## config.mk

```make
export PLATFORM = sky130hd
export DESIGN_NAME = ram_port_arbiter_flat
export DESIGN_NICKNAME = d
export VERILOG_FILES = /design/src/rtl/ram_arb_pkg.sv /design/src/rtl/ram_port_arbiter_if.sv /design/src/rtl/rr_arb2.sv /design/src/rtl/ram_port_arbiter.sv /design/src/flat_wrapper.sv
export SDC_FILE = /design/constraint.sdc
export NUM_CORES = 1
export LEC_CHECK = 0
export CORE_ASPECT_RATIO = 1.75
export CORE_MARGIN = 10
export CORE_UTILIZATION = 33
export CTS_CLUSTER_SIZE = 25
export DETAILED_ROUTE_END_ITERATION = 16
export PLACE_DENSITY_LB_ADDON = 0.12
export SYNTH_ARGS = -nofsm -noshare
export SYNTH_HDL_FRONTEND = slang
export SYNTH_HIERARCHICAL = 1
export SYNTH_SLANG_ARGS = --single-unit
```

## constraint.sdc

```tcl
create_clock -name clk -period 1.6 [get_ports clk]
set_clock_uncertainty 0.05 [all_clocks]
set_input_delay 0.24 -clock clk [delete_from_list [all_inputs] [get_ports clk]]
set_output_delay 0.24 -clock clk [all_outputs]
set_load 0.03 [all_outputs]
```

## src/rtl/ram_arb_pkg.sv

```systemverilog
// Shared types and constants for the two-port RAM arbiter.
package ram_arb_pkg;

    localparam int DEF_DATA_WIDTH = 8;
    localparam int DEF_ADDR_WIDTH = 4;

    localparam logic PORT_A = 1'b0;
    localparam logic PORT_B = 1'b1;

    typedef struct packed {
        logic                      we;
        logic [DEF_ADDR_WIDTH-1:0] addr;
        logic [DEF_DATA_WIDTH-1:0] data;
    } ram_cmd_t;

    typedef enum logic {PRI_A, PRI_B} pri_state_t;

endpackage

```

## src/rtl/ram_port_arbiter_if.sv

```systemverilog
// Per-requester command/response bundle; the requester drives master, the arbiter is slave.
interface ram_port_arbiter_if
    import ram_arb_pkg::*;
#(
    parameter int DATA_WIDTH = DEF_DATA_WIDTH,
    parameter int ADDR_WIDTH = DEF_ADDR_WIDTH
);
    logic                  valid;
    logic                  ready;
    logic                  we;
    logic [ADDR_WIDTH-1:0] addr;
    logic [DATA_WIDTH-1:0] wdata;
    logic                  rvalid;
    logic [DATA_WIDTH-1:0] rdata;

    modport master (output valid, we, addr, wdata, input ready, rvalid, rdata);
    modport slave  (input valid, we, addr, wdata, output ready, rvalid, rdata);

endinterface

```

## src/rtl/rr_arb2.sv

```systemverilog
// Two-way round-robin arbiter: combinational grant, registered priority pointer.
module rr_arb2
    import ram_arb_pkg::*;
(
    input  logic       clk,
    input  logic       rst,
    input  logic [1:0] req,
    input  logic       adv,
    output logic [1:0] gnt
);

    pri_state_t state_q, state_d;

    always_comb begin
        gnt = 2'b00;
        case (req)
            2'b01:   gnt = 2'b01;
            2'b10:   gnt = 2'b10;
            2'b11:   gnt = (state_q == PRI_A) ? 2'b01 : 2'b10;
            default: gnt = 2'b00;
        endcase
    end

    // The pointer always swings to the port that did not just win.
    always_comb begin
        state_d = state_q;
        if (adv) begin
            if (gnt[PORT_A]) begin
                state_d = PRI_B;
            end else if (gnt[PORT_B]) begin
                state_d = PRI_A;
            end
        end
    end

    always_ff @(posedge clk or posedge rst) begin
        if (rst) begin
            state_q <= PRI_A;
        end else begin
            state_q <= state_d;
        end
    end

endmodule

```

## src/rtl/ram_port_arbiter.sv

```systemverilog
// Shares one single-port sync RAM between requesters A and B; responses are
// routed back through a two-stage owner/valid pipeline matching the RAM latency.
module ram_port_arbiter
    import ram_arb_pkg::*;
#(
    parameter int DATA_WIDTH = DEF_DATA_WIDTH,
    parameter int ADDR_WIDTH = DEF_ADDR_WIDTH
) (
    input  logic                  clk,
    input  logic                  rst,
    ram_port_arbiter_if.slave     a_if,
    ram_port_arbiter_if.slave     b_if,
    output logic                  ram_we,
    output logic [ADDR_WIDTH-1:0] ram_addr,
    output logic [DATA_WIDTH-1:0] ram_din,
    input  logic [DATA_WIDTH-1:0] ram_dout
);

    logic [1:0] gnt;
    logic       adv;

    logic                  ram_we_q, ram_we_d;
    logic [ADDR_WIDTH-1:0] ram_addr_q, ram_addr_d;
    logic [DATA_WIDTH-1:0] ram_din_q, ram_din_d;
    logic                  v1_q, v1_d;
    logic                  own1_q, own1_d;
    logic                  v2_q, v2_d;
    logic                  own2_q, own2_d;
    logic                  a_rvalid;
    logic                  b_rvalid;

    assign adv = |gnt;

    rr_arb2 u_arb (
        .clk (clk),
        .rst (rst),
        .req ({b_if.valid, a_if.valid}),
        .adv (adv),
        .gnt (gnt)
    );

    assign a_if.ready = gnt[PORT_A];
    assign b_if.ready = gnt[PORT_B];

    // Idle cycles drop the write strobe but keep address/data stable.
    always_comb begin
        ram_we_d   = 1'b0;
        ram_addr_d = ram_addr_q;
        ram_din_d  = ram_din_q;
        v1_d       = 1'b0;
        own1_d     = own1_q;
        if (gnt[PORT_A]) begin
            ram_we_d   = a_if.we;
            ram_addr_d = a_if.addr;
            ram_din_d  = a_if.wdata;
            v1_d       = 1'b1;
            own1_d     = PORT_A;
        end else if (gnt[PORT_B]) begin
            ram_we_d   = b_if.we;
            ram_addr_d = b_if.addr;
            ram_din_d  = b_if.wdata;
            v1_d       = 1'b1;
            own1_d     = PORT_B;
        end
        v2_d   = v1_q;
        own2_d = own1_q;
    end

    always_ff @(posedge clk or posedge rst) begin
        if (rst) begin
            ram_we_q   <= 1'b0;
            ram_addr_q <= '0;
            ram_din_q  <= '0;
            v1_q       <= 1'b0;
            own1_q     <= PORT_A;
            v2_q       <= 1'b0;
            own2_q     <= PORT_A;
        end else begin
            ram_we_q   <= ram_we_d;
            ram_addr_q <= ram_addr_d;
            ram_din_q  <= ram_din_d;
            v1_q       <= v1_d;
            own1_q     <= own1_d;
            v2_q       <= v2_d;
            own2_q     <= own2_d;
        end
    end

    assign ram_we   = ram_we_q;
    assign ram_addr = ram_addr_q;
    assign ram_din  = ram_din_q;

    assign a_rvalid    = v2_q & (own2_q == PORT_A);
    assign b_rvalid    = v2_q & (own2_q == PORT_B);
    assign a_if.rvalid = a_rvalid;
    assign b_if.rvalid = b_rvalid;
    assign a_if.rdata  = a_rvalid ? ram_dout : '0;
    assign b_if.rdata  = b_rvalid ? ram_dout : '0;

endmodule
```

## src/flat_wrapper.sv

```systemverilog
// flat-port wrapper written by rule: the top's interface ports become plain ports
module ram_port_arbiter_flat import ram_arb_pkg::*;
#(
    parameter int DATA_WIDTH = DEF_DATA_WIDTH,
    parameter int ADDR_WIDTH = DEF_ADDR_WIDTH
)
  (clk, rst, ram_we, ram_addr, ram_din, ram_dout, a_if_valid, a_if_we, a_if_addr, a_if_wdata, a_if_ready, a_if_rvalid, a_if_rdata, b_if_valid, b_if_we, b_if_addr, b_if_wdata, b_if_ready, b_if_rvalid, b_if_rdata);
  ram_port_arbiter_if #(.DATA_WIDTH(DATA_WIDTH), .ADDR_WIDTH(ADDR_WIDTH)) a_if_i ();
  ram_port_arbiter_if #(.DATA_WIDTH(DATA_WIDTH), .ADDR_WIDTH(ADDR_WIDTH)) b_if_i ();
  input  logic clk;
  input  logic rst;
  output logic ram_we;
  output logic [ADDR_WIDTH-1:0] ram_addr;
  output logic [DATA_WIDTH-1:0] ram_din;
  input  logic [DATA_WIDTH-1:0] ram_dout;
  input wire logic [$bits(a_if_i.valid)-1:0] a_if_valid;
  input wire logic [$bits(a_if_i.we)-1:0] a_if_we;
  input wire logic [$bits(a_if_i.addr)-1:0] a_if_addr;
  input wire logic [$bits(a_if_i.wdata)-1:0] a_if_wdata;
  output wire logic [$bits(a_if_i.ready)-1:0] a_if_ready;
  output wire logic [$bits(a_if_i.rvalid)-1:0] a_if_rvalid;
  output wire logic [$bits(a_if_i.rdata)-1:0] a_if_rdata;
  input wire logic [$bits(b_if_i.valid)-1:0] b_if_valid;
  input wire logic [$bits(b_if_i.we)-1:0] b_if_we;
  input wire logic [$bits(b_if_i.addr)-1:0] b_if_addr;
  input wire logic [$bits(b_if_i.wdata)-1:0] b_if_wdata;
  output wire logic [$bits(b_if_i.ready)-1:0] b_if_ready;
  output wire logic [$bits(b_if_i.rvalid)-1:0] b_if_rvalid;
  output wire logic [$bits(b_if_i.rdata)-1:0] b_if_rdata;
  assign a_if_i.valid = a_if_valid;
  assign a_if_i.we = a_if_we;
  assign a_if_i.addr = a_if_addr;
  assign a_if_i.wdata = a_if_wdata;
  assign a_if_ready = a_if_i.ready;
  assign a_if_rvalid = a_if_i.rvalid;
  assign a_if_rdata = a_if_i.rdata;
  assign b_if_i.valid = b_if_valid;
  assign b_if_i.we = b_if_we;
  assign b_if_i.addr = b_if_addr;
  assign b_if_i.wdata = b_if_wdata;
  assign b_if_ready = b_if_i.ready;
  assign b_if_rvalid = b_if_i.rvalid;
  assign b_if_rdata = b_if_i.rdata;
  ram_port_arbiter #(.DATA_WIDTH(DATA_WIDTH), .ADDR_WIDTH(ADDR_WIDTH)) u_core (.clk(clk), .rst(rst), .a_if(a_if_i), .b_if(b_if_i), .ram_we(ram_we), .ram_addr(ram_addr), .ram_din(ram_din), .ram_dout(ram_dout));
endmodule
```

==> results of run 1 <==
==> stage by stage <==
step                total power (W)  hold WS, ns  instances  cell area [um2]  setup slack (ns)
floorplan                   0.00130      -0.0813         91              913            0.0474
global placement            0.00179        0.286        191             1630            0.0154
detailed placement          0.00181        0.288        191             1630           -0.0110
CTS                         0.00220        0.112        195             1710           0.00180
global route                0.00232        0.137        198             1780           0.00924
finish                      0.00219        0.115        198             1780            0.0516
==> cells in the final DEF (no fill, tap or decap), drive strengths merged <==
cell,synthesis,layout
a21boi,2,2
a21oi,1,1
a31oi,1,1
and2,9,9
and3,8,8
buf,6,31
clkbuf,0,4
clkdlybuf4s50,0,38
dfrtp,18,18
dlygate4sd2,0,1
dlymetal6s2s,0,12
inv,3,3
mux2i,12,12
nand2,14,14
nor2,2,2
nor2b,1,1
o21ai,13,13
or2,1,1
==> power by group through the flow <==
stage,clock network (W),logic (W),registers (W)
2_1_floorplan,0,0.000477,0.000826
4_1_cts,0.000374,0.00117,0.000656
6_report,0.000362,0.00118,0.000648
5_1_grt,0.000395,0.00126,0.000664
3_5_place_dp,0,0.00116,0.000650
3_3_place_gp,0,0.00114,0.000648
==> cell families (layout without fill, tap and decap cells) <==
| group | after synthesis | after routing | synth area share (%) |
|---|---|---|---|
| flops | 18 | 18 | 49.7 |
| mux | 12 | 12 | 13.3 |
| simple gates | 35 | 35 | 19.8 |
| buf+inv | 9 | 89 | 7.18 |
| compound gates | 17 | 17 | 10.1 |
==> repair_timing <==
| item | 4_1_cts | 5_1_grt |
|---|---|---|
| setup endpoints to repair | 10 | 22 |
| pin swaps | 0 | 0 |
| cloned | 1 | 0 |
| resized for setup | 9 | 14 |
| setup buffers | 0 | 3 |
==> synth_stat cells, drive strengths merged <==
master	number	area share [%]
a21boi	2	1.7
a21oi	1	0.55
a31oi	1	0.69
and2	9	6.2
and3	8	5.5
buf	6	5.9
dfrtp	18	50
inv	3	1.2
mux2i	12	13
nand2	14	5.8
nor2	2	0.83
nor2b	1	0.69
o21ai	13	7.2
or2	1	0.69
==> final cells by class <==
class	instances	area (um2)	area share (%)
well taps	27	33.8	1.90
repair buffers	82	817	46.0
multi-input cells	64	408	23.0
clock buffers	4	55.1	3.10
inverters	3	11.3	0.634
flip-flops and latches	18	452	25.4
==> state kept, by name, indices dropped and copies added, names as in the netlist <==
name	count
u_core/ram_din	8
u_core/ram_addr	4
u_core/own1_q	1
u_core/own2_q	1
u_core/ram_we	1
u_core/u_arb/state_q	1
u_core/v1_q	1
u_core/v2_q	1
==> routing by layer <==
layer / routed length, um / global-route usage, % / vias to the layer above
li1: - / - / 464
met1: 1120 / 10.3 / 425
met2: 1590 / 20.2 / 48
met3: 322 / 5.26 / 2
met4: 14 / 3.89 / 0
met5: 0 / 0 / -
==> final timing paths <==
path	to	slack, ns	startpoint
max in group asynchronous	u_core/own2_q	0.91	rst
max	ram_we	0.05	u_core/ram_we
min reg2reg	u_core/v2_q	0.30	u_core/v1_q
min in group clk	u_core/v2_q	0.30	u_core/v1_q
max reg2reg	u_core/ram_din[7]	0.21	u_core/u_arb/state_q
min	u_core/u_arb/state_q	0.11	rst
==> impl_metrics.json, run 1 <==
{
  "cts-root-buf": "clkbuf_8",
  "die_w_um": 59.6,
  "fin_util_pct": 66.8,
  "vias": 939,
  "drt_wl_total_um": 3050,
  "antenna_found_initial": 0,
  "num_rows": 25,
  "reg2reg_depth": 6,
  "hpwl_um": 2540,
  "cts_tree": "built",
  "rsz0062_at_grt": "false",
  "worstPathRequired_ns": 1.31,
  "antenna_left": 0,
  "viasPerCell": 4.74,
  "p_sw_share_pct": 39.2,
  "grt_use_total_pct": 11.1,
  "place_congestion": 0.812,
  "period_share_pct": 96.8,
  "clk_pin_slew_worst_paths_ns": 0.07,
  "die_area_mm2": 0.00532,
  "post_drt_wl_per_cell_um": 15.4,
  "ys_seq_elements": 18,
  "cts_sinks": 18,
  "first_pass_iters": 4,
  "cp_cell_sequence": "clkdlybuf4s50_1",
  "top_level_ports": 71,
  "holdBufCountCts": 0,
  "worst_pin_slew_ns": 0.342,
  "hp-class": "in2async",
  "fmax_ghz": 0.646,
  "critPathLaunchType": "flop",
  "ir_drop_mv": 0.741,
  "syn_area_um2": 906,
  "p_per_area_mw_per_mm2": 1230,
  "drt-initial-drc-count": 6,
  "timing.slew.headroom_pct": 77.1,
  "status": "finished, final reports clean",
  "clock_path_buffers": 2,
  "fillCellCount": 233,
  "num_antenna_cells": 0,
  "end_kind": "output port",
  "die_h_um": 89.3,
  "crit_type": "reg2out",
  "cts_buffers": 3,
  "fin_nets": 210,
  "power.share.clock_pct": 16.5,
  "seqPwrFrac_pct": 29.5,
  "io_buffers": 70,
  "drive_gt1_share_pct": 22.8,
  "grt.overflow.total": 0,
  "finalSetupViolCount": 0,
  "cap_violations": 0,
  "critPathArrivalTime_ns": 1.26,
  "yosysUniqueCellTypes": 18,
  "grt_pass1_vias": 1036,
  "max_stage_delay_ns": 0.69,
  "syn_to_final_growth_pct": 96.1,
  "finalSetupTns_ns": 0,
  "grt_pass1_wl_um": 4750,
  "p_switching_w": 0.000859,
  "yosys_warnings": 6,
  "start_util_pct": 34.1,
  "finalCriticalPeriod_ns": 1.55,
  "clk_latency_ns": 0.25,
  "avgSynthCellArea_um2": 9.95,
  "leakagePower_nw": 0.957,
  "grt_max_degree": 24,
  "seq_area_frac_synth_pct": 49.7,
  "critPathBufInv": 1,
  "p_int_w": 0.00133,
  "htreeDepth": 1,
  "netlist_instances": 91,
  "combPwrFrac_pct": 54.0,
  "syn_nets": 129,
  "critical-path-top-delay-family": "buffers and inverters",
  "final_max_slew_viol_count": 0,
  "route.detailed.drc": 0,
  "worst-path-max-fanout": 1,
  "hold_viol": 0,
  "cp_slowest_cell": "clkdlybuf4s50_1",
  "core_mm2": 0.00266,
  "worst-path-stages": 1
}
Note: power is estimated with default switching activity, not from simulation.
==> run 2: changes to the inputs <==
CORE_ASPECT_RATIO = not set   (was 1.75)
==> impl_metrics.json, run 2 (synthesis gave the netlist of run 1 again) <==
{
  "grt.overflow.total": 0,
  "violations": "setup timing",
  "hp-class": "in2async",
  "die_h_um": 72.4,
  "die_w_um": 72.4,
  "rrSetupSlack_ns": 0.26,
  "viasPerCell": 4.70,
  "worst-path-max-fanout": 5,
  "rsz0062_at_grt": "true",
  "clock_path_buffers": 2,
  "crit_top_cell": "buf_6",
  "drive_gt1_share_pct": 31.4,
  "grt_use_total_pct": 12.1,
  "critPathLaunchType": "flop",
  "num_antenna_cells": 0,
  "finalPower_w": 0.00218,
  "cts_buffers": 3,
  "finalCriticalPeriod_ns": 1.65,
  "finalSetupViolCount": 8,
  "grt_pass1_wl_um": 5190,
  "fin_nets": 211,
  "place_congestion": 0.686,
  "cp_slowest_cell": "dfrtp_1",
  "leakagePower_nw": 0.876,
  "hold_viol": 0,
  "num_rows": 18,
  "fin_cells": 202,
  "cp_cell_sequence": "buf_6 > nor2b_4 > buf_6 > and2_4 > buf_6",
  "status": "finished, violations left",
  "cts-root-buf": "clkbuf_4",
  "die_area_mm2": 0.00524,
  "top_level_ports": 71,
  "worst_pin_slew_ns": 0.322,
  "cap_violations": 0,
  "end_kind": "output port",
  "fin_ws_ns": -0.0454,
  "post_drt_wl_per_cell_um": 16.4,
  "reg2reg_depth": 5,
  "route.detailed.drc": 0,
  "p_per_area_mw_per_mm2": 1200,
  "clk_latency_ns": 0.28,
  "cts_sinks": 18,
  "dp_cells": 193,
  "holdBufCountCts": 0,
  "vias": 949,
  "max_stage_delay_ns": 0.41,
  "first_pass_iters": 4,
  "antenna_found_initial": 0,
  "rr_startpoint": "u_core/u_arb/state_q",
  "cts_tree": "built",
  "core_mm2": 0.00254,
  "largest_reg_flops": 8,
  "start_util_pct": 35.6,
  "worstPathRequired_ns": 1.31,
  "startpoint": "u_core/own2_q",
  "regArea_um2": 450,
  "drt-initial-drc-count": 47,
  "clk_pin_slew_worst_paths_ns": 0.10,
  "syn_to_final_growth_pct": 100,
  "finalSetupTns_ns": -0.246,
  "fmax_ghz": 0.608,
  "multi_input_area_um2": 455,
  "grt_pass1_vias": 1035,
  "rr_endpoint": "u_core/ram_din[6]",
  "final_common_cell": "clkdlybuf4s50_1",
  "fillCellCount": 198,
  "final_max_slew_viol_count": 0,
  "period_share_pct": 103,
  "layout_common_cells": "clkdlybuf4s50_1 (37), buf_6 (21), dfrtp_1 (18), nand2_1 (14), o21ai_1 (13)",
  "drt_wl_total_um": 3310,
  "grt_max_degree": 21,
  "timing.slew.headroom_pct": 78.5,
  "ir_drop_mv": 0.813,
  "endpoint": "a_if_rdata[0]",
  "hpwl_um": 2540,
  "crit_type": "reg2out",
  "antenna_left": 0,
  "htreeDepth": 1,
  "critPathArrivalTime_ns": 1.36,
  "io_buffers": 70
}
## run 2: cell count changes in the layout (fill, tap and decap cells not counted), sizes merged
cell	delta
clkbuf	+1
dlymetal6s2s	-11
dlygate4sd2	+11
clkdlybuf4s50	-1
buf	+1
## run 2: cell type report
cell class | count | area share [%]
tap | 30 | 2.07
sequential | 18 | 24.8
timing repair buffer | 83 | 45.4
clock buffer | 4 | 2.00
inverter | 3 | 0.620
multi-input combinational | 64 | 25.1
## run 2: what timing repair did
action,in CTS,in global routing
hold endpoints to repair,0,0
buffers inserted,3,1
setup endpoints to repair,21,17
gates resized for setup,37,17
pin swaps,4,2
cloned,1,0
## run 2: layer usage
layer  track usage [%]  vias up  share of wire [%]
li1                  -      465                  -
met4              3.80        0               0.57
met2              21.3       36                 54
met1              12.8      446                 37
met5                 0        -                  0
met3              4.90        2                8.7
## run 2: through the flow
stage | worst slack [ns] | cell area, um2 | hold slack (ns) | utilization, %
after global placement | 0.0360 | 1620 | 0.287 | 63.8
after global routing | -0.0931 | 1820 | 0.0490 | 71.3
after CTS | -0.0380 | 1750 | 0.0555 | 68.7
after detailed placement | -0.0313 | 1620 | 0.288 | 63.8
final | -0.0454 | 1820 | 0.0578 | 71.3
after floorplan | 0.0474 | 913 | -0.0813 | -
## run 2: critical path, delay by kind of cell (launching register included)
family | cells | cell delay, ns
flip-flops | 1 | 0.41
buffers and inverters | 3 | 0.38
AND/OR/NAND/NOR | 2 | 0.28
## run 2: worst min path at each step
stage           startpoint                   end  slack, ns  cells after the start
3_3_place_gp   u_core/v1_q           u_core/v2_q       0.29                      0
5_1_grt                rst  u_core/u_arb/state_q       0.05                      2
2_1_floorplan          rst  u_core/u_arb/state_q      -0.08                      1
3_5_place_dp   u_core/v1_q           u_core/v2_q       0.29                      0
6_report               rst  u_core/u_arb/state_q       0.06                      2
4_1_cts                rst  u_core/u_arb/state_q       0.06                      2
## run 2: where the power goes
part,switching (W),internal [W],total [W]
Combinational,0.000680,0.000588,0.00127
Sequential,0.0000673,0.000574,0.000641
Clock,0.000134,0.000138,0.000272
==> run 3: changes to the inputs <==
GPL_ROUTABILITY_DRIVEN = 0   (was not set)
==> results of run 3 <==
Final layout, timing and power as in run 2 (identical DEF).
